File: src/rtl/iob_eth_tx_serializer.sv
`default_nettype none
// ============================================================================
// Module      : iob_eth_tx_serializer
// Description : Ethernet MAC transmit nibble serializer. Takes a byte stream
//               over valid/ready, prepends preamble + SFD, sends each byte
//               low nibble first on MII and enforces the inter-frame gap.
// Revision    : 1.0 - initial release
// ============================================================================
module iob_eth_tx_serializer #(
  parameter int PREAMBLE_BYTES = 7,
  parameter int IFG_NIBBLES    = 24
) (
  input  logic       clk,
  input  logic       rst,
  input  logic [7:0] tx_data,
  input  logic       tx_valid,
  input  logic       tx_last,
  output logic       tx_ready,
  output logic [3:0] mii_txd,
  output logic       mii_tx_en,
  output logic       busy,
  output logic       underrun
);

  // Index of the SFD (0xD) nibble inside the preamble phase.
  localparam int PRE_LAST = 2 * PREAMBLE_BYTES + 1;
  // One shared counter serves both the preamble and the gap phases.
  localparam int CNT_MAX  = (PRE_LAST > IFG_NIBBLES - 1) ? PRE_LAST : IFG_NIBBLES - 1;
  localparam int CNT_W    = (CNT_MAX < 2) ? 1 : $clog2(CNT_MAX + 1);

  localparam logic [CNT_W-1:0] PRE_LAST_C = CNT_W'(PRE_LAST);
  localparam logic [CNT_W-1:0] IFG_LOAD_C = CNT_W'(IFG_NIBBLES - 1);

  typedef enum logic [2:0] {
    IDLE    = 3'd0,
    PRE     = 3'd1,
    DATA_LO = 3'd2,
    DATA_HI = 3'd3,
    IFG     = 3'd4
  } state_t;

  state_t           state, state_next;
  logic [CNT_W-1:0] cnt, cnt_next;
  logic [7:0]       data_q, data_next;
  logic             last_q, last_next;
  logic [3:0]       txd_next;
  logic             en_next;
  logic             busy_next;
  logic             underrun_next;
  logic             xfer;

  // Ready is a pure decode of registered state: the SFD cycle, or the high
  // nibble of a byte that was not flagged as the last one.
  assign tx_ready = ((state == PRE) && (cnt == PRE_LAST_C)) ||
                    ((state == DATA_HI) && !last_q);
  assign xfer     = tx_valid && tx_ready;

  // Next-state, counter, byte latch and next-output decode.
  always_comb begin
    state_next    = state;
    cnt_next      = cnt;
    data_next     = data_q;
    last_next     = last_q;
    underrun_next = 1'b0;

    case (state)
      IDLE: begin
        if (tx_valid) begin
          state_next = PRE;
          cnt_next   = '0;
        end
      end
      PRE: begin
        if (cnt == PRE_LAST_C) begin
          if (xfer) begin
            state_next = DATA_LO;
            data_next  = tx_data;
            last_next  = tx_last;
          end else begin
            // No first byte at the SFD: abandon the frame.
            state_next    = IFG;
            cnt_next      = IFG_LOAD_C;
            underrun_next = 1'b1;
          end
        end else begin
          cnt_next = cnt + CNT_W'(1);
        end
      end
      DATA_LO: begin
        state_next = DATA_HI;
      end
      DATA_HI: begin
        if (last_q) begin
          state_next = IFG;
          cnt_next   = IFG_LOAD_C;
        end else if (xfer) begin
          state_next = DATA_LO;
          data_next  = tx_data;
          last_next  = tx_last;
        end else begin
          // Mid-frame starvation: truncate after this nibble.
          state_next    = IFG;
          cnt_next      = IFG_LOAD_C;
          underrun_next = 1'b1;
        end
      end
      IFG: begin
        if (cnt == '0) begin
          if (tx_valid) begin
            state_next = PRE;
            cnt_next   = '0;
          end else begin
            state_next = IDLE;
          end
        end else begin
          cnt_next = cnt - CNT_W'(1);
        end
      end
      default: begin
        state_next = IDLE;
        cnt_next   = '0;
      end
    endcase

    // Outputs are decoded from the next state so that the registered pins
    // line up with the state they describe.
    en_next  = 1'b0;
    txd_next = 4'h0;
    case (state_next)
      PRE: begin
        en_next  = 1'b1;
        txd_next = (cnt_next == PRE_LAST_C) ? 4'hD : 4'h5;
      end
      DATA_LO: begin
        en_next  = 1'b1;
        txd_next = data_next[3:0];
      end
      DATA_HI: begin
        en_next  = 1'b1;
        txd_next = data_next[7:4];
      end
      default: begin
        en_next  = 1'b0;
        txd_next = 4'h0;
      end
    endcase
    busy_next = (state_next != IDLE);
  end

  // State, counter, byte latch and registered MII outputs.
  always_ff @(posedge clk) begin
    if (rst) begin
      state     <= IDLE;
      cnt       <= '0;
      data_q    <= 8'h00;
      last_q    <= 1'b0;
      mii_txd   <= 4'h0;
      mii_tx_en <= 1'b0;
      busy      <= 1'b0;
      underrun  <= 1'b0;
    end else begin
      state     <= state_next;
      cnt       <= cnt_next;
      data_q    <= data_next;
      last_q    <= last_next;
      mii_txd   <= txd_next;
      mii_tx_en <= en_next;
      busy      <= busy_next;
      underrun  <= underrun_next;
    end
  end

endmodule
`default_nettype wire
File: config.mk
export PLATFORM = sky130hd
export DESIGN_NAME = iob_eth_tx_serializer
export DESIGN_NICKNAME = d
export VERILOG_FILES = /design/src/rtl/iob_eth_tx_serializer.sv
export SDC_FILE = /design/constraint.sdc
export NUM_CORES = 1
export LEC_CHECK = 0
export CAP_MARGIN = 15
export CORE_MARGIN = 1.5
export CORE_UTILIZATION = 45
export CTS_CLUSTER_SIZE = 24
export DETAILED_ROUTE_END_ITERATION = 7
export PLACE_DENSITY_LB_ADDON = 0.12
export REMOVE_ABC_BUFFERS = 1
export SLEW_MARGIN = 40
export SYNTH_ARGS = -nofsm -noshare
export SYNTH_HDL_FRONTEND = slang
export SYNTH_SLANG_ARGS = --single-unit
File: constraint.sdc
create_clock -name clk -period 2.9 [get_ports clk]
set_clock_uncertainty 0.15 [all_clocks]
set_input_delay 0.58 -clock clk [delete_from_list [all_inputs] [get_ports clk]]
set_output_delay 0.58 -clock clk [all_outputs]
set_load 0.05 [all_outputs]
==> flow_summary.ini, run 1 <==
[route]
dr.pass1.iters = 4
ant_nets = 0
viasPerCell = 5.865
drc = 0
wl_per_cell_um = 14.56
routed_wirelength_um = 2796
via_count = 1126
first_iter_violations = 41

[yosys]
ys.flop_type = dfxtp_1
ys_ff_latch = 20
synth_area_um2 = 1246
synthArstFlopShare = 0
ys_warn_count = 0
synth.distinct_cells = 53
syn_inst = 149
yosysSeqAreaShare = 0.3213
synth_top_area_frac = 0.3213
synth-edff-count = 0
ys_top_cells_by_area = dfxtp_1 32%, a21oi_1 6.8%, nand2_1 5.1%, nor2_1 3.3%, ha_1 3.0%
syn_area_per_cell_um2 = 8.364
synth_top_area_cell = dfxtp_1

[clocking]
cts_tree = yes
cts_buffers = 3
postCtsHoldBufs = 0
cts_max_level = 1
cts_buffer_depth = 2
cts-root-buf = clkbuf_4
cts.sinks = 20
clk_latency_ns = 0.30
cts.clk_slew.worst_paths_ns = 0.12
post_cts_resized = 0
post_cts.repair.setup_buffers = 0

[timing]
finalSetupTns_ns = 0
finalSetupViolCount = 0
finalHoldViolCount = 0
fin_crit_ns = 2.666
slew_headroom = 0.6103
worstMarginPinSlew_ns = 0.5838
max_freq_ghz = 0.3751
final-max-slew-violation-count = 0
rsz0062_at_grt = no
post-route-period-util = 0.9193

[setup_path]
crit_type = flop to output port
endpoint_kind = output port
crit_required_ns = 2.17
cp-start-kind = flop
worstPathMaxFanout = 8
arrival_ns = 1.94

[power_and_ir_drop]
clkPwrFrac = 0.223
comb_power_share = 0.271
net-switching-power_w = 0.0001880
p_seq_frac = 0.506
cellPowerDensity_nw_per_um2 = 419.3
netSwitchingFraction = 0.3141
design_power_total_w = 0.0005986
p_int_w = 0.0004106
p_leak_nw = 0.5154
irDropWorstVdd_mv = 0.2548

[placement]
gp_congestion = 0.8847
placed_cells = 189
dpl.hpwl_um = 2066
portBuffers = 19

[die]
initial_core_util = 0.4897
die_area_um2 = 3094
placementRows = 18
ios = 20
die_w_um = 55.63
dieHeight_um = 55.63
coreArea_um2 = 2545

[grt]
grt_pass1_vias = 1070
grt_overflow_total = 0
antenna_found_initial = 0
grt_pass1_wl_um = 4885
grt_max_degree = 17
track_usage = 0.1950

[min_path]
hold_class = flop to flop

[cells_and_area]
drive_gt1_frac = 0.1111
nets = 179
fin_cells = 192
area_growth_pct = 14.56
diodes = 0

[status]
status = completed

[run]
drv_cap = 0
-- worst max-delay path, cell delays in order, from the launching register on --
cell     delay, ns
dfxtp_1       0.44
ha_1          0.29
and4b_1       0.44
a22o_2        0.25
buf_4         0.20
-- power by group through the flow --
stage | combinational, W | sequential (W) | clock [W]
final | 0.000162 | 0.000303 | 0.000134
after global routing | 0.000177 | 0.000305 | 0.000148
after CTS | 0.000161 | 0.000303 | 0.000137
after detailed placement | 0.000161 | 0.000309 | 0
after global placement | 0.000160 | 0.000309 | 0
after floorplan | 0.0000828 | 0.000331 | 0
-- state kept, by name, summed over array words and instances (netlist names) --
name       flops
data_q         4
mii_tx_en      1
busy           1
mii_txd        4
last_q         1
state          3
underrun       1
cnt            5
-- through the flow --
| step | setup WS, ns | hold WS (ns) | util | instance area, um2 |
|---|---|---|---|---|
| 3_3_place_gp | 0.4196 | 0.2911 | 0.5521 | 1405 |
| 3_5_place_dp | 0.3862 | 0.2994 | 0.5521 | 1405 |
| 2_1_floorplan | 0.6339 | 0.2759 | - | 1157 |
| 5_1_grt | 0.1120 | 0.3526 | 0.5610 | 1428 |
| 4_1_cts | 0.2320 | 0.3146 | 0.5610 | 1428 |
| 6_report | 0.2342 | 0.3180 | 0.5610 | 1428 |
-- layout make-up --
class	count	area [um2]
well taps	30	37.54
repair buffers	22	210.2
flip-flops and latches	20	400.4
multi-input cells	113	742.0
clock buffers	3	22.52
fillers	237	1117
inverters	4	15.01
-- metal layers --
layer	vias up	GRT usage	wire, um
li1	557	-	-
met1	521	0.2754	1342
met2	42	0.2823	1217
met3	6	0.04186	198
met4	0	0.09059	37
met5	-	0	0
-- cell usage in the layout (no fill, tap or decap), types with 3 or more instances in the layout --
cell,count
a211oi_1,3
a21oi_1,17
buf_4,4
clkbuf_4,3
clkdlybuf4s50_1,18
dfxtp_1,20
ha_1,3
inv_1,3
nand2_1,17
nand2b_1,5
nand3_1,7
nor2_1,11
nor2b_1,5
o21ai_0,5
-- kinds of logic (layout without fill, tap and decap cells) --
logic type               after synthesis  in the layout  share of synthesized area
AND/OR/NAND/NOR                       64             64                     0.2962
flip-flops                            20             20                     0.3213
multiplexers                           1              1                   0.008032
XOR/XNOR                               3              3                    0.02109
adder cells (fa/ha/maj)                3              3                    0.03012
AO/OA/AOI/OAI                         42             42                     0.2400
buffers and inverters                 16             29                    0.08333
-- final timing paths --
kind,end,from,cells after the start,slack (ns)
worst min-delay path,data_q[4],data_q[4],2,0.32
worst max register to register,mii_txd[3],cnt[1],7,0.45
worst max-delay path,tx_ready,cnt[1],4,0.23
worst min register to register,data_q[4],data_q[4],2,0.32
-- synthesized netlist by cell type (all sizes together) (3+ instances only) --
cell type and count:
nor2 11, clkbuf 3, inv 4, a211oi 3, dfxtp 20, nand3 7
nand2 17, buf 9, nand2b 5, a21oi 17, o21ai 7, ha 3
or3 3, nor2b 5
No activity file was read; power rests on OpenSTA's default activity.
==> inputs of run 2 (changes only) <==
--- a/config.mk
+++ b/config.mk
@@ -7,7 +7,7 @@
 export LEC_CHECK = 0
 export CAP_MARGIN = 15
 export CORE_MARGIN = 1.5
-export CORE_UTILIZATION = 45
+export CORE_UTILIZATION = 52
 export CTS_CLUSTER_SIZE = 24
 export DETAILED_ROUTE_END_ITERATION = 7
 export PLACE_DENSITY_LB_ADDON = 0.12
==> flow_summary.ini, run 2 (synthesis gave the netlist of run 1 again) <==
[route]
via_count = 1150
first_iter_violations = 56
dr.pass1.iters = 4
wl_per_cell_um = 14.57
routed_wirelength_um = 2769
drc = 0
viasPerCell = 6.053
ant_nets = 0

[status]
status = completed

[timing]
final-max-slew-violation-count = 0
rsz0062_at_grt = no
worstMarginPinSlew_ns = 0.6624
slew_headroom = 0.5578
fin_ws_ns = 0.2222
post-route-period-util = 0.9234
max_freq_ghz = 0.3734
fin_crit_ns = 2.678
finalSetupViolCount = 0
finalSetupTns_ns = 0
finalHoldViolCount = 0

[clocking]
clk_latency_ns = 0.30
post_cts.repair.setup_buffers = 0
cts.clk_slew.worst_paths_ns = 0.12
post_cts_resized = 0
cts-root-buf = clkbuf_4
cts_buffer_depth = 2
cts_max_level = 1
cts_tree = yes
cts.sinks = 20
cts_buffers = 3
postCtsHoldBufs = 0

[cells_and_area]
fillCellCount = 200
drive_gt1_frac = 0.1111
mostFrequentLayoutCells = 20 x dfxtp_1, 18 x clkdlybuf4s50_1, 17 x nand2_1, 17 x a21oi_1, 11 x nor2_1
area_growth_pct = 14.86
reg_top3 = cnt x5, data_q x4, mii_txd x4
layout_commonest_cell = dfxtp_1
nets = 178
top_register = cnt
diodes = 0
largest_reg_flops = 5
utilization = 0.6409

[die]
initial_core_util = 0.5580
placementRows = 17
dieHeight_um = 51.96
ios = 20
coreArea_um2 = 2233
die_w_um = 51.96
die_area_um2 = 2699

[setup_path]
slowest_stage = dfxtp_1
worstPathMaxFanout = 8
cp-start-kind = flop
slowest_delay_ns = 0.46
arrival_ns = 1.95
crit_required_ns = 2.17
endpoint_kind = output port
crit_chain = ha_1 -> and4b_1 -> a22o_2 -> buf_4
crit_buf_inv = 1
crit_family = flip-flops
crit_type = flop to output port

[grt]
grt_pass1_vias = 1020
grt_overflow_total = 0
track_usage = 0.2242
grt_max_degree = 21
grt_pass1_wl_um = 4560
antenna_found_initial = 0

[power_and_ir_drop]
cellPowerDensity_nw_per_um2 = 443.1
netSwitchingFraction = 0.3076
irDropWorstVdd_mv = 0.2720
clkPwrFrac = 0.261
net-switching-power_w = 0.0001951
p_leak_nw = 0.5171
p_int_w = 0.0004391
p_seq_frac = 0.478
comb_power_share = 0.260

[min_path]
hold_class = flop to flop

[run]
drv_cap = 0

[placement]
dpl.hpwl_um = 2050
gp_congestion = 0.9121
portBuffers = 19
place_ws_ns = 0.4314
==> run 2: changes by cell type in the layout (fill, tap and decap cells not counted) <==
cell | previous run | this run
buf_4 | 4 | 3
clkbuf_8 | 0 | 1
==> run 2: area by class of cell <==
cell class	instances	area [um2]	share of cell area
multi-input cells	113	742.0	0.5184
repair buffers	21	202.7	0.1416
flip-flops and latches	20	400.4	0.2797
inverters	4	15.01	0.01049
well taps	28	35.03	0.02448
clock buffers	4	36.28	0.02535
==> run 2: stage by stage <==
stage | instance area, um2 | total power (W) | std cells | hold slack, ns
after global placement | 1395 | 0.0004697 | 186 | 0.2893
after detailed placement | 1395 | 0.0004722 | 186 | 0.2999
after CTS | 1431 | 0.0006348 | 190 | 0.3158
final | 1431 | 0.0006342 | 190 | 0.3123
after floorplan | 1157 | 0.0004141 | 137 | 0.2759
after global routing | 1431 | 0.0006633 | 190 | 0.3359
==> run 2: worst paths after layout <==
kind / from / end / slack, ns / cells past startpoint
setup reg to reg: cnt[0] / mii_txd[3] / 0.46 / 7
setup / recovery: cnt[0] / tx_ready / 0.22 / 4
hold reg to reg: data_q[4] / data_q[4] / 0.31 / 2
hold / removal: data_q[4] / data_q[4] / 0.31 / 2
==> run 2: routing by layer <==
layer  up-vias  track usage  share of wire
met5         -            0              0
met4         0      0.07456         0.0058
met3         3      0.02874          0.096
met2        62       0.3650           0.49
met1       530       0.3037           0.41
li1        555            -              -
==> run 2: tightest hold or removal path, cell delays in order, from the launching register on <==
cell and delay (ns):
dfxtp_1 0.32, nand2_1 0.05, a21oi_1 0.05
==> run 2: power by group through the flow <==
stage                     Sequential (W)  Clock (W)  Combinational (W)
after global placement          0.000308          0           0.000161
after CTS                       0.000303   0.000168           0.000164
after global routing            0.000305   0.000180           0.000178
final                           0.000303   0.000166           0.000165
after detailed placement        0.000309          0           0.000163
after floorplan                 0.000331          0          0.0000828
==> inputs of run 3 (changes only) <==
--- a/config.mk
+++ b/config.mk
@@ -10,6 +10,7 @@
 export CORE_UTILIZATION = 52
 export CTS_CLUSTER_SIZE = 24
 export DETAILED_ROUTE_END_ITERATION = 7
+export GPL_ROUTABILITY_DRIVEN = 0
 export PLACE_DENSITY_LB_ADDON = 0.12
 export REMOVE_ABC_BUFFERS = 1
 export SLEW_MARGIN = 40
==> flow_summary.ini, run 3 (synthesis gave the netlist of run 1 again) <==
[route]
wl_per_cell_um = 14.03
ant_nets = 0
viasPerCell = 5.915
first_iter_violations = 47
routed_wirelength_um = 2651
dr.pass1.iters = 4
drc = 0
via_count = 1118

[status]
status = completed

[timing]
finalSetupViolCount = 0
finalHoldViolCount = 0
fin_crit_ns = 2.650
worstMarginPinSlew_ns = 0.6190
post-route-period-util = 0.9137
finalSetupTns_ns = 0
slew_headroom = 0.5868
rsz0062_at_grt = no
final-max-slew-violation-count = 0
max_freq_ghz = 0.3774

[cells_and_area]
nets = 178
top_register = cnt
drive_gt1_frac = 0.1056
utilization = 0.6347
mostFrequentLayoutCells = 20 x dfxtp_1, 18 x clkdlybuf4s50_1, 17 x nand2_1, 17 x a21oi_1, 11 x nor2_1
diodes = 0
layout_commonest_cell = dfxtp_1
largest_reg_flops = 5
area_growth_pct = 13.76
reg_top3 = cnt x5, data_q x4, mii_txd x4

[die]
dieHeight_um = 51.96
die_area_um2 = 2699
ios = 20
coreArea_um2 = 2233
placementRows = 17
initial_core_util = 0.5580
die_w_um = 51.96

[power_and_ir_drop]
cellPowerDensity_nw_per_um2 = 420.0
p_leak_nw = 0.5099
design_power_total_w = 0.0005954
irDropWorstVdd_mv = 0.2895

[setup_path]
endpoint_kind = output port
crit_required_ns = 2.17
crit_type = flop to output port
ff2ff_path_depth = 7
crit_chain = ha_1 -> and4b_1 -> a22o_2 -> buf_4
slowest_stage = dfxtp_1
worstPathMaxFanout = 8
cp-start-kind = flop
slowest_delay_ns = 0.44
arrival_ns = 1.92

[clocking]
post_cts_resized = 0
post_cts.repair.setup_buffers = 0
cts_buffer_depth = 2
cts_tree = yes
cts_max_level = 1
cts.clk_slew.worst_paths_ns = 0.11
cts.sinks = 20
cts-root-buf = clkbuf_4
postCtsHoldBufs = 0
clk_latency_ns = 0.30
cts_buffers = 3

[grt]
grt_overflow_total = 0
grt_pass1_vias = 981
grt_pass1_wl_um = 4416
antenna_found_initial = 0
grt_max_degree = 21
track_usage = 0.2180

[run]
drv_cap = 0

[placement]
dpl.hpwl_um = 2031
portBuffers = 19

[min_path]
hold_class = flop to flop
holdPathStages = 2
run 3: path summary, 6_finish.rpt:
check / from / to / slack [ns]
hold reg to reg: data_q[4] / data_q[4] / 0.31
hold / removal: data_q[4] / data_q[4] / 0.31
setup / recovery: cnt[1] / tx_ready / 0.25
setup reg to reg: cnt[1] / mii_txd[3] / 0.44
run 3: power breakdown:
group          switching, W  internal (W)
combinational     0.0000883     0.0000743
sequential        0.0000150      0.000288
clock             0.0000816     0.0000485
run 3: worst max-delay path: cells and delay by family, from the launching register on:
kind | cells | cell delay, ns
AOI/OAI and AO/OA | 1 | 0.25
adders and majority gates | 1 | 0.29
and+or+nand+nor | 1 | 0.43
DFF | 1 | 0.44
buffers and inverters | 1 | 0.21
run 3: per-stage QoR:
step	cells	worst slack, ns	instance area [um2]	hold WS (ns)
final	189	0.2502	1418	0.3120
after global routing	189	0.1401	1418	0.3365
after CTS	189	0.2596	1418	0.3176
after detailed placement	186	0.3904	1395	0.3022
after global placement	186	0.4526	1395	0.2895
after floorplan	137	0.6339	1157	0.2759
run 3: final cells by class:
type,instances,area [um2]
fillers,204,815.8
multi-input cells,113,742.0
flip-flops and latches,20,400.4
repair buffers,21,202.7
well taps,28,35.03
clock buffers,3,22.52
inverters,4,15.01
run 3: metal layers:
| layer | vias to the layer above | track usage | wire length (um) |
|---|---|---|---|
| met2 | 38 | 0.3291 | 1205 |
| met4 | 0 | 0.08772 | 42 |
| met5 | - | 0 | 0 |
| li1 | 558 | - | - |
| met3 | 5 | 0.03736 | 176 |
| met1 | 517 | 0.3050 | 1226 |
